$ cat src/rtl/feed_decoder.sv
// Framed byte-stream decoder: turns fixed 10-byte add/delete messages into
// single-cycle tick pulses, dropping malformed frames and counting good/bad frames.
module feed_decoder #(
  parameter int         CNT_W    = 16,
  parameter logic [7:0] TYPE_ADD = 8'h41,
  parameter logic [7:0] TYPE_DEL = 8'h44
) (
  input  logic             clk,
  input  logic             rst,
  input  logic [7:0]       s_data,
  input  logic             s_valid,
  input  logic             s_last,
  output logic             s_ready,
  output logic             tick_valid,
  output logic             tick_type,
  output logic             tick_side,
  output logic [31:0]      tick_qty,
  output logic [31:0]      tick_price,
  output logic [CNT_W-1:0] msg_cnt,
  output logic [CNT_W-1:0] err_cnt
);

  localparam logic [7:0] SIDE_BID = 8'h42;
  localparam logic [7:0] SIDE_ASK = 8'h53;

  typedef enum logic [1:0] {IDLE, BODY, DISCARD} state_t;

  state_t             state_q, state_d;
  logic [3:0]         idx_q, idx_d;
  logic               type_q, type_d;
  logic               side_q, side_d;
  logic [63:0]        payload_q, payload_d;
  logic               s_ready_q, s_ready_d;
  logic               tick_valid_q, tick_valid_d;
  logic               tick_type_q, tick_type_d;
  logic               tick_side_q, tick_side_d;
  logic [31:0]        tick_qty_q, tick_qty_d;
  logic [31:0]        tick_price_q, tick_price_d;
  logic [CNT_W-1:0]   msg_cnt_q, msg_cnt_d;
  logic [CNT_W-1:0]   err_cnt_q, err_cnt_d;

  logic        accept;
  logic        err;
  logic        emit;
  logic        side_ok;
  logic [63:0] payload_next;

  assign accept       = s_valid && s_ready_q;
  // Bytes 2..9 shift in big-endian, so after byte 9 qty sits in [63:32] and price in [31:0].
  assign payload_next = {payload_q[55:0], s_data};

  always_comb begin
    state_d      = state_q;
    idx_d        = idx_q;
    type_d       = type_q;
    side_d       = side_q;
    payload_d    = payload_q;
    s_ready_d    = 1'b1;
    tick_valid_d = 1'b0;
    tick_type_d  = tick_type_q;
    tick_side_d  = tick_side_q;
    tick_qty_d   = tick_qty_q;
    tick_price_d = tick_price_q;
    msg_cnt_d    = msg_cnt_q;
    err_cnt_d    = err_cnt_q;
    err          = 1'b0;
    emit         = 1'b0;
    side_ok      = (s_data == SIDE_BID) || (s_data == SIDE_ASK);

    if (accept) begin
      case (state_q)
        IDLE: begin
          if ((s_data == TYPE_ADD) || (s_data == TYPE_DEL)) begin
            type_d = (s_data == TYPE_DEL);
            if (s_last) begin
              err = 1'b1;
            end else begin
              state_d = BODY;
              idx_d   = 4'd1;
            end
          end else begin
            err = 1'b1;
          end
        end
        BODY: begin
          idx_d = idx_q + 4'd1;
          if (idx_q == 4'd1) begin
            side_d = (s_data == SIDE_BID);
          end else begin
            payload_d = payload_next;
          end
          if ((idx_q == 4'd1) && !side_ok) begin
            err = 1'b1;
          end else if (idx_q == 4'd9) begin
            if (s_last) emit = 1'b1;
            else        err  = 1'b1;
          end else if (s_last) begin
            err = 1'b1;
          end
        end
        DISCARD: begin
          if (s_last) state_d = IDLE;
        end
        default: state_d = IDLE;
      endcase

      // One error per frame; resync immediately if the offending byte closes the frame.
      if (err) begin
        if (err_cnt_q != {CNT_W{1'b1}}) err_cnt_d = err_cnt_q + 1'b1;
        state_d = s_last ? IDLE : DISCARD;
        idx_d   = 4'd0;
      end

      if (emit) begin
        state_d      = IDLE;
        idx_d        = 4'd0;
        tick_valid_d = 1'b1;
        tick_type_d  = type_q;
        tick_side_d  = side_q;
        tick_qty_d   = payload_next[63:32];
        tick_price_d = payload_next[31:0];
        if (msg_cnt_q != {CNT_W{1'b1}}) msg_cnt_d = msg_cnt_q + 1'b1;
      end
    end
  end

  always_ff @(posedge clk) begin
    if (rst) begin
      state_q      <= IDLE;
      idx_q        <= 4'd0;
      type_q       <= 1'b0;
      side_q       <= 1'b0;
      payload_q    <= 64'd0;
      s_ready_q    <= 1'b0;
      tick_valid_q <= 1'b0;
      tick_type_q  <= 1'b0;
      tick_side_q  <= 1'b0;
      tick_qty_q   <= 32'd0;
      tick_price_q <= 32'd0;
      msg_cnt_q    <= '0;
      err_cnt_q    <= '0;
    end else begin
      state_q      <= state_d;
      idx_q        <= idx_d;
      type_q       <= type_d;
      side_q       <= side_d;
      payload_q    <= payload_d;
      s_ready_q    <= s_ready_d;
      tick_valid_q <= tick_valid_d;
      tick_type_q  <= tick_type_d;
      tick_side_q  <= tick_side_d;
      tick_qty_q   <= tick_qty_d;
      tick_price_q <= tick_price_d;
      msg_cnt_q    <= msg_cnt_d;
      err_cnt_q    <= err_cnt_d;
    end
  end

  assign s_ready    = s_ready_q;
  assign tick_valid = tick_valid_q;
  assign tick_type  = tick_type_q;
  assign tick_side  = tick_side_q;
  assign tick_qty   = tick_qty_q;
  assign tick_price = tick_price_q;
  assign msg_cnt    = msg_cnt_q;
  assign err_cnt    = err_cnt_q;

endmodule

$ cat config.mk
export PLATFORM = sky130hd
export DESIGN_NAME = feed_decoder
export DESIGN_NICKNAME = d
export VERILOG_FILES = /design/src/rtl/feed_decoder.sv
export SDC_FILE = /design/constraint.sdc
export NUM_CORES = 1
export LEC_CHECK = 0
export ABC_AREA = 1
export CAP_MARGIN = 20
export CORE_AREA = 8 8 119 121
export DETAILED_ROUTE_END_ITERATION = 10
export DIE_AREA = 0 0 127 129
export PLACE_DENSITY_LB_ADDON = 0.15
export SLEW_MARGIN = 0
export SYNTH_ARGS = -nofsm -noshare
export SYNTH_HDL_FRONTEND = slang
export SYNTH_SLANG_ARGS = --single-unit
$ cat constraint.sdc
create_clock -name clk -period 3.7 [get_ports clk]
set_input_delay 0.74 -clock clk [delete_from_list [all_inputs] [get_ports clk]]
set_output_delay 0.74 -clock clk [all_outputs]
set_load 0.01 [all_outputs]
# After elaboration in Yosys (flattened, before gate mapping)
# Index checks and enable logic that the tools add are counted.
[classes]
add_sub_neg = 3
bitwise = 2
n_reduce_logical = 16
n_mux = 25
n_eq_ne = 14
[ops]
columns = ["cell", "n"]
rows = [
  ["$add A16 B1 Y16 const B", 2],
  ["$eq A8 B7 Y1 const B", 4],
  ["$ne A16 B16 Y1 const B", 2],
  ["$mux W4", 4],
  ["$reduce_and A3 Y1", 5],
  ["$mux W1", 12],
  ["$mux W2", 6],
  ["$ne A4 B4 Y1 const B", 3],
  ["$pmux W4 S2", 1],
  ["$pmux W2 S3", 1],
  ["$reduce_and A5 Y1", 1],
  ["$add A4 B1 Y4 const B", 1],
  ["$eq A4 B1 Y1 const B", 1],
  ["$eq A4 B4 Y1 const B", 1],
  ["$reduce_and A4 Y1", 1],
  ["$reduce_bool A4 Y1", 1],
  ["$ne A3 B3 Y1 const B", 1],
  ["$eq A2 B1 Y1 const B", 1],
  ["$eq A2 B2 Y1 const B", 1],
  ["$logic_and A1 B1 Y1", 2],
  ["$logic_not A2 Y1", 1],
  ["$logic_or A1 B1 Y1", 2],
  ["$not A1 Y1", 2],
  ["$pmux W1 S2", 1],
  ["3 further kinds", 3],
]
[totals]
out_inout_bits = 100
regBits = 164
in_bits = 12

# Depth between registers and ports, before layout
# Gate-level depths: netlist of the first run.
[logic_depth]
ltp_word = 9
depth_mapped = 14
ltp_nobuf = 13

# Worst setup path after synthesis of the first run
# OpenSTA, ideal clock, no wires.
[synth_path]
kind = "input -> register"
start = "in s_data[5]"
end = "reg msg_cnt_q[12], in the netlist msg_cnt[12]"
setup_slack_ns = 1.812
required_ns = 3.587
stages = 13
t_arrival_ns = 1.775
n_path_buf = 1
cell_sequence = "inv_1 > nand2_1 > nor2_4 > nand2_1 > nand3_2 > nand2_2 > nor2_4 > buf_4 > nand2_1 > nor2_1 > nand2_1 > nand2_1 > nor2_1"
[synth_between]
elab_chain_cells = 8
elab_cells_between_ends = 9
cone_classes = "2 x eq/ne; 3 x mux; 4 x reduce/logical"
[synth_lines]
columns = ["element", "line_no", "rtl"]
rows = [
  ["start, declared", "10", "input logic [7:0] s_data,"],
  ["$eq A8 B7 Y1", "68", "side_ok = (s_data == SIDE_BID) || (s_data == SIDE_ASK);"],
  ["$logic_or A1 B1 Y1 (*)", "68", ""],
  ["$logic_not A1 Y1 (*)", "92", "if ((idx_q == 4'd1) && !side_ok) begin"],
  ["$logic_and A1 B1 Y1 (*)", "92", ""],
  ["$mux W1 (*)", "92", ""],
  ["$mux W1 (*)", "71", "case (state_q)"],
  ["$mux W1 (*)", "70", "if (accept) begin"],
  ["$reduce_and A3 Y1 (no source line) (*)", "n/a", ""],
  ["end signal, assigned", "154", "msg_cnt_q <= msg_cnt_d;"],
  ["end, declared", "39", "logic [CNT_W-1:0] msg_cnt_q, msg_cnt_d;"],
]
# Mark *: on every way between the ends. The rest lies on a longest branch, timed or not. The select of a mux whose other input is x is not followed.
# A chain may end at the register's enable or synchronous reset.

# Final worst setup path of the first run
[layout_path]
start = "in s_data[6]"
end = "reg msg_cnt_q[11], in the netlist msg_cnt[11]"
# The elaborated chain is that of the path after synthesis.

==> results.md, run 1 <==
- Worst Hold Class: reg -> reg
- Clock root buffer: clkbuf_16
- Gate count of the mapped netlist: 888
- GRT Max-Usage Layer: met2
- Max Slew Vio Count: 0
- Row cnt: 41
- First-pass DRT Iterations: 5
- Residual DRC: 0
- Fmax: 377 MHz
- Initial DRC count: 467
- Worst R2R Start: idx_q[0]$_SDFFE_PP0P_
- Leakage power: roughly 3.6 nW
- WP data arrival: between 2 and 3 ns
- CTS resizes: 0
- Ys flop type: dfxtp_1
- Design area: around 0.0084 mm²
- CTS sink cnt: 164
- Critical Path Sink Type: flip-flop
- Area contributors post-synth: dfxtp_1 (50%), nor2_1 (16%), o21ai_0 (9.9%)
- Crit path time final: 2.65 ns
- Num CTS Buffers: 17
- # setup viols final: 0
- R2R setup slack: 1.41 ns
- Post-Syn Area: 0.00660 mm²
- Vias in the first global route: 5424
- Peak supply drop: 0.343 mV
- Final hold violations: 0
- Filler instances: 1064
- Setup Fix Bufs, Post-CTS: 0
- N_diodes: 0
- Setup_tns: 0 ns
- # nets final: ~1000
- P per Cell Area: 473 mW/mm²
- First-pass GRT wire length: 26.4 mm
- R2R cell count: 11
- Met1 GRT Util: 24.9%
- Status: finished clean
- CORE AREA: 0.0123 mm²
- Yosys warning count: 0
- Count leader, synth: nor2_1
- Post-DP HPWL: 10.2 mm
- GRT Total Usage: 19.5%
- Clk Latency, worst-skew pair: 0.42 ns
- Port Buffer Count: 111
- Final period util: 71.7%
- Die area: 0.0164 mm²
- Share of cells above drive strength 1: 6.05%
- RD Place Congestion: 0.837
- CTS Buffer Depth: 2
- Initial antenna violation count: 0
- Yosys top cell area share: 49.7%
- Width of the chip: 127 µm
- Die H: 129 µm
- Worst min-delay path startpoint: payload_q[54]$_SDFFE_PP0P_
- Post-Syn Nets: 905
- Placed Cells: 1110
- Max-cap violations: 0
- DR vias/cell: 5.14
- Reg2reg end: msg_cnt[2]$_SDFFE_PP0P_
- Post-CTS Hold Buffers: 0
- Sequential fraction of the synthesis area: 49.7%
- Least-Margin Pin Slew: 1.05 ns
- GRT met2 Usage: 32.0%
- Leading area contributor after synthesis: dfxtp_1
- Crit Path Max Fanout: 34
- Fraction of registers with async set/reset: 0%
- Initial core utilization: 53.6%
- RSZ-0062 raised after global routing: false
- Worst setup SP type: input pin
- WL per Instance: 14.1 µm
- Setup CP Type: in -> reg
- Setup Skew: a little under 0.009 ns
- Syn avg cell area: around 7.4 µm²
- Hold depth: 2
- Flops & latches, synth: 164
- Top Ports: 112
- EDFF count, synth: 0
- Number of distinct library cells after synthesis: 31
- Met3 Usage GRT: 4.43%
- DRT Wirelength: 16.1 mm
- Finished Core Util: 68.3%
- Cell Count, Final, Fillers Out: approximately 1100
- H-tree depth: 4
- Worst Hold End: tick_qty[30]$_SDFFE_PP0P_
- Largest net degree at the start of global routing: 93
- Worst-path clk slew: 0.06 ns
- Area Growth Syn to Fin: 27.4%
- GRT Residual Overflow: 0
- Data required, critical path: 4.01 ns
- Post-synth top cells: nor2_1 (275), dfxtp_1 (164), o21ai_0 (130)
- PnR Total Power: just under 4 mW
- DP Area: 0.00773 mm²
- CTS tree: built
- Via Count: roughly 6000
- Relative slew slack: 29.7%
- Antenna Violating Nets Remaining: 0
[worst max-delay path by stage]
stage | from | slack (ns) | end | cells after the start
5_1_grt | s_data[6] | 0.79 | msg_cnt[11]$_SDFFE_PP0P_ | 13
3_5_place_dp | s_data[6] | 0.62 | msg_cnt[2]$_SDFFE_PP0P_ | 13
3_3_place_gp | s_data[6] | 0.70 | msg_cnt[6]$_SDFFE_PP0P_ | 13
6_report | s_data[6] | 1.05 | msg_cnt[11]$_SDFFE_PP0P_ | 13
4_1_cts | s_data[6] | 1.05 | msg_cnt[2]$_SDFFE_PP0P_ | 13
2_1_floorplan | s_data[5] | 1.81 | msg_cnt[12]$_SDFFE_PP0P_ | 13
[metal layers]
layer  vias to the layer above  wire [µm]
met5                         -          0
met4                         0        202
met3                        16        765
met2                       138       7610
met1                      2687       7490
li1                       3034          -
[area by class of cell]
cell class / count / area [µm²] / share of cell area (%)
Clock buffer: 19 / 453 / 5.38
Clock inverter: 13 / 228 / 2.71
Inverter: 37 / 143 / 1.70
Multi-Input combinational cell: 640 / 2950 / 35.0
Sequential cell: 164 / 3280 / 39.0
Tap cell: 150 / 188 / 2.23
Timing Repair Buffer: 119 / 1170 / 13.9
[worst max-delay path: stages]
cell	delay [ns]
clkdlybuf4s50_1	0.50
nand2_1	0.14
nor2_4	0.16
nand2_1	0.09
nand3_2	0.09
nand2_2	0.07
nor2_4	0.09
buf_4	0.32
o21ai_2	0.26
inv_2	0.27
nand3_1	0.10
nand2_1	0.07
nor2_1	0.04
[cell usage in the layout (no fill, tap or decap)]
master           instances
a21oi_1                 45
a31oi_1                  1
buf_4                    8
bufinv_16                6
clkbuf_16               17
clkbuf_8                 2
clkdlybuf4s50_1        111
clkinv_2                 4
clkinv_4                 1
clkinvlp_4               2
dfxtp_1                164
ha_1                     5
inv_1                   32
inv_2                    3
inv_4                    1
inv_6                    1
nand2_1                105
nand2_2                  3
nand2_4                  1
nand3_1                 27
nand3_2                  1
nand3b_1                 1
nand4_1                  4
nand4_2                  1
nor2_1                 275
nor2_2                   1
nor2_4                   4
nor3_1                   6
nor3_2                   1
nor3_4                   2
nor4_1                   2
o21ai_0                130
o21ai_2                  1
xnor2_1                  5
xor2_1                  19
[cell families (layout without fill, tap and decap cells)]
kind of cell	Yosys count	count (layout)	synth area share [%]
XOR/XNOR	24	24	3.18
adder cells (fa/ha/maj)	5	5	0.948
buffers and inverters	84	188	5.71
flip-flops	164	164	49.7
AO/OA/AOI/OAI	177	177	13.5
AND/OR/NAND/NOR	434	434	26.9
[metrics by stage]
step / setup slack, ns / hold slack, ns
global route: 0.793 / 0.504
finish: 1.05 / 0.488
floorplan: 1.81 / 0.450
CTS: 1.05 / 0.488
global placement: 0.702 / 0.460
detailed placement: 0.620 / 0.466
[where the power goes]
part / switching (mW) / internal, mW
clock network: 0.704 / 1.30
logic: 0.101 / 0.0514
registers: 0.0258 / 1.79
[registers in the layout, indices dropped and copies added (netlist names)]
| signal | count |
|---|---|
| s_ready | 1 |
| state_q | 2 |
| side_q | 1 |
| payload_q | 56 |
| err_cnt | 16 |
| tick_valid | 1 |
| type_q | 1 |
| tick_type | 1 |
| idx_q | 4 |
| tick_side | 1 |
| msg_cnt | 16 |
| tick_qty | 32 |
| tick_price | 32 |
(Power assumes the default switching activity.)
==> run 2, diff against run 1 <==
--- a/config.mk
+++ b/config.mk
@@ -7,9 +7,9 @@
 export LEC_CHECK = 0
 export ABC_AREA = 1
 export CAP_MARGIN = 20
-export CORE_AREA = 8 8 119 121
+export CORE_AREA = 8 8 121 123
 export DETAILED_ROUTE_END_ITERATION = 10
-export DIE_AREA = 0 0 127 129
+export DIE_AREA = 0 0 129 131
 export PLACE_DENSITY_LB_ADDON = 0.15
 export SLEW_MARGIN = 0
 export SYNTH_ARGS = -nofsm -noshare
==> constraint.sdc (replaced) <==
create_clock -name clk -period 2.6 [get_ports clk]
set_input_delay 0.52 -clock clk [delete_from_list [all_inputs] [get_ports clk]]
set_output_delay 0.52 -clock clk [all_outputs]
set_load 0.01 [all_outputs]
==> results.md, run 2 (synthesis results as in run 1) <==
- CTS Buffer Depth: 2
- Clock root buffer: clkbuf_16
- First-pass GRT wire length: 26.8 mm
- Max Slew Vio Count: 0
- Die area: 0.0169 mm²
- Leakage power: 3.67 nW
- # setup viols final: 0
- Hold depth: 2
- Sum of buffers and inverters on the critical path: 2
- Width of the chip: approximately 130 µm
- Worst Hold Class: reg -> reg
- Clk Latency, worst-skew pair: 0.42 ns
- Least-Margin Pin Slew: about 0.6 ns
- DR vias/cell: between 5 and 6
- Residual DRC: 0
- Via Count: ~6000
- Worst setup SP type: flip-flop
- WP data arrival: between 2 and 3 ns
- Data required, critical path: 2.92 ns
- Largest register by flop count: payload_q
- Most frequent cells in the layout: nor2_1 (275), dfxtp_1 (164), o21ai_0 (130)
- Fmax: about 450 MHz
- RD Place Congestion: roughly 0.85
- Final hold violations: 0
- Reg2reg end: msg_cnt[6]$_SDFFE_PP0P_
- Die H: 131 µm
- H-tree depth: 4
- Finished Core Util: 66.1%
- PnR Total Power: ~5.6 mW
- Design area: 0.00851 mm²
- Port Buffer Count: around 110
- Critical Path, Cell by Cell: ha_1 > inv_1 > nor2_4 > nand4_1 > o21ai_2 > inv_2 > a21oi_1 > nor2_1
- CTS resizes: 0
- R2R cell count: 8
- Share of cells above drive strength 1: under 10%
- Relative slew slack: 59.9%
- Max reg flops: 56
- Critical Path Sink Type: flip-flop
- Hold slack: 0.482 ns
- DRT Wirelength: 16.4 mm
- RSZ-0062 raised after global routing: false
- GRT Residual Overflow: 0
- CTS tree: built
- Setup Skew: 0.00493 ns
- R2R setup slack: 0.38 ns
- Vias in the first global route: around 5500
- N_diodes: 0
- Area Growth Syn to Fin: 28.8%
- Initial core utilization: 51.3%
- DP Area: around 0.0079 mm²
- First-pass DRT Iterations: 5
- Antenna Violating Nets Remaining: 0
- Worst Hold End: tick_qty[26]$_SDFFE_PP0P_
- Setup CP Type: reg -> reg
- Worst R2R Start: msg_cnt[0]$_SDFFE_PP0P_
- Largest net degree at the start of global routing: 72
- Most common cell after layout, fill and taps aside: nor2_1
- # nets final: around 1000
- Slowest stage delay, CP: between 0.5 and 0.6 ns
- GRT Total Usage: 19.7%
- Final period util: between 80% and 90%
- Row cnt: 42
- CTS sink cnt: approximately 160
- Worst min-delay path startpoint: payload_q[50]$_SDFFE_PP0P_
- Initial DRC count: 537
- Crit path max-delay family: compound AO/OA/AOI/OAI gates
- P per Cell Area: between 600 and 700 mW/mm²
- CORE AREA: 0.0129 mm²
- WL per Instance: 14.0 µm
- Crit path time final: 2.22 ns
- Post-DP HPWL: 10.6 mm
- Top Ports: about 110
- Post-CTS Hold Buffers: 0
- Setup_tns: 0 ns
- Cell with the largest stage delay on the worst path: o21ai_2
- Status: finished clean
- Initial antenna violation count: 0
- Setup Fix Bufs, Post-CTS: 0
- Peak supply drop: a little under 0.5 mV
- Crit Path Max Fanout: 14
- Max-cap violations: 0
- Worst-path clk slew: approximately 0.060 ns
- Num CTS Buffers: 17
run 2: final cells by class:
type | instances | area, µm²
clock buffer | 21 | 470
clock inverter | 10 | 178
fill | 1138 | 4370
inverter | 37 | 141
multi-input combinational | 640 | 2950
sequential | 164 | 3280
tap | 176 | 220
timing repair buffer | 125 | 1270
run 2: worst min-delay path: stages, from the launching register on:
cell and delay, ns:
dfxtp_1 0.32, nor2_1 0.05, nor2_1 0.08
run 2: how the worst max path moves through the flow:
| stage | from | end | slack (ns) | depth (start not counted) |
|---|---|---|---|---|
| after floorplan | msg_cnt[0]$_SDFFE_PP0P_ | msg_cnt[6]$_SDFFE_PP0P_ | 0.90 | 9 |
| after global placement | s_data[6] | msg_cnt[11]$_SDFFE_PP0P_ | 0.13 | 12 |
| after detailed placement | s_data[6] | msg_cnt[6]$_SDFFE_PP0P_ | 0.08 | 12 |
| after CTS | msg_cnt[0]$_SDFFE_PP0P_ | msg_cnt[11]$_SDFFE_PP0P_ | 0.40 | 8 |
| after global routing | msg_cnt[0]$_SDFFE_PP0P_ | msg_cnt[6]$_SDFFE_PP0P_ | 0.17 | 9 |
| final | msg_cnt[0]$_SDFFE_PP0P_ | msg_cnt[6]$_SDFFE_PP0P_ | 0.38 | 8 |
run 2: power by group:
part / internal (mW) / switching (mW) / leakage (nW)
Sequential: 2.55 / 0.0357 / 1.32
Combinational: 0.0801 / 0.143 / 2.02
Clock: 1.77 / 0.985 / 0.319
Total: 4.40 / 1.16 / 3.67
run 2: layer usage:
metal	wire, µm	global-route usage (%)	vias up
li1	-	-	3046
met1	7720	25.2	2715
met2	7510	31.8	168
met3	895	4.71	24
met4	241	6.91	0
met5	0	0	-
run 2: per-stage QoR:
step,worst slack (ns),std cells
2_1_floorplan,0.898,888
3_3_place_gp,0.134,1142
3_5_place_dp,0.0830,1142
4_1_cts,0.396,1173
5_1_grt,0.169,1173
6_report,0.384,1173
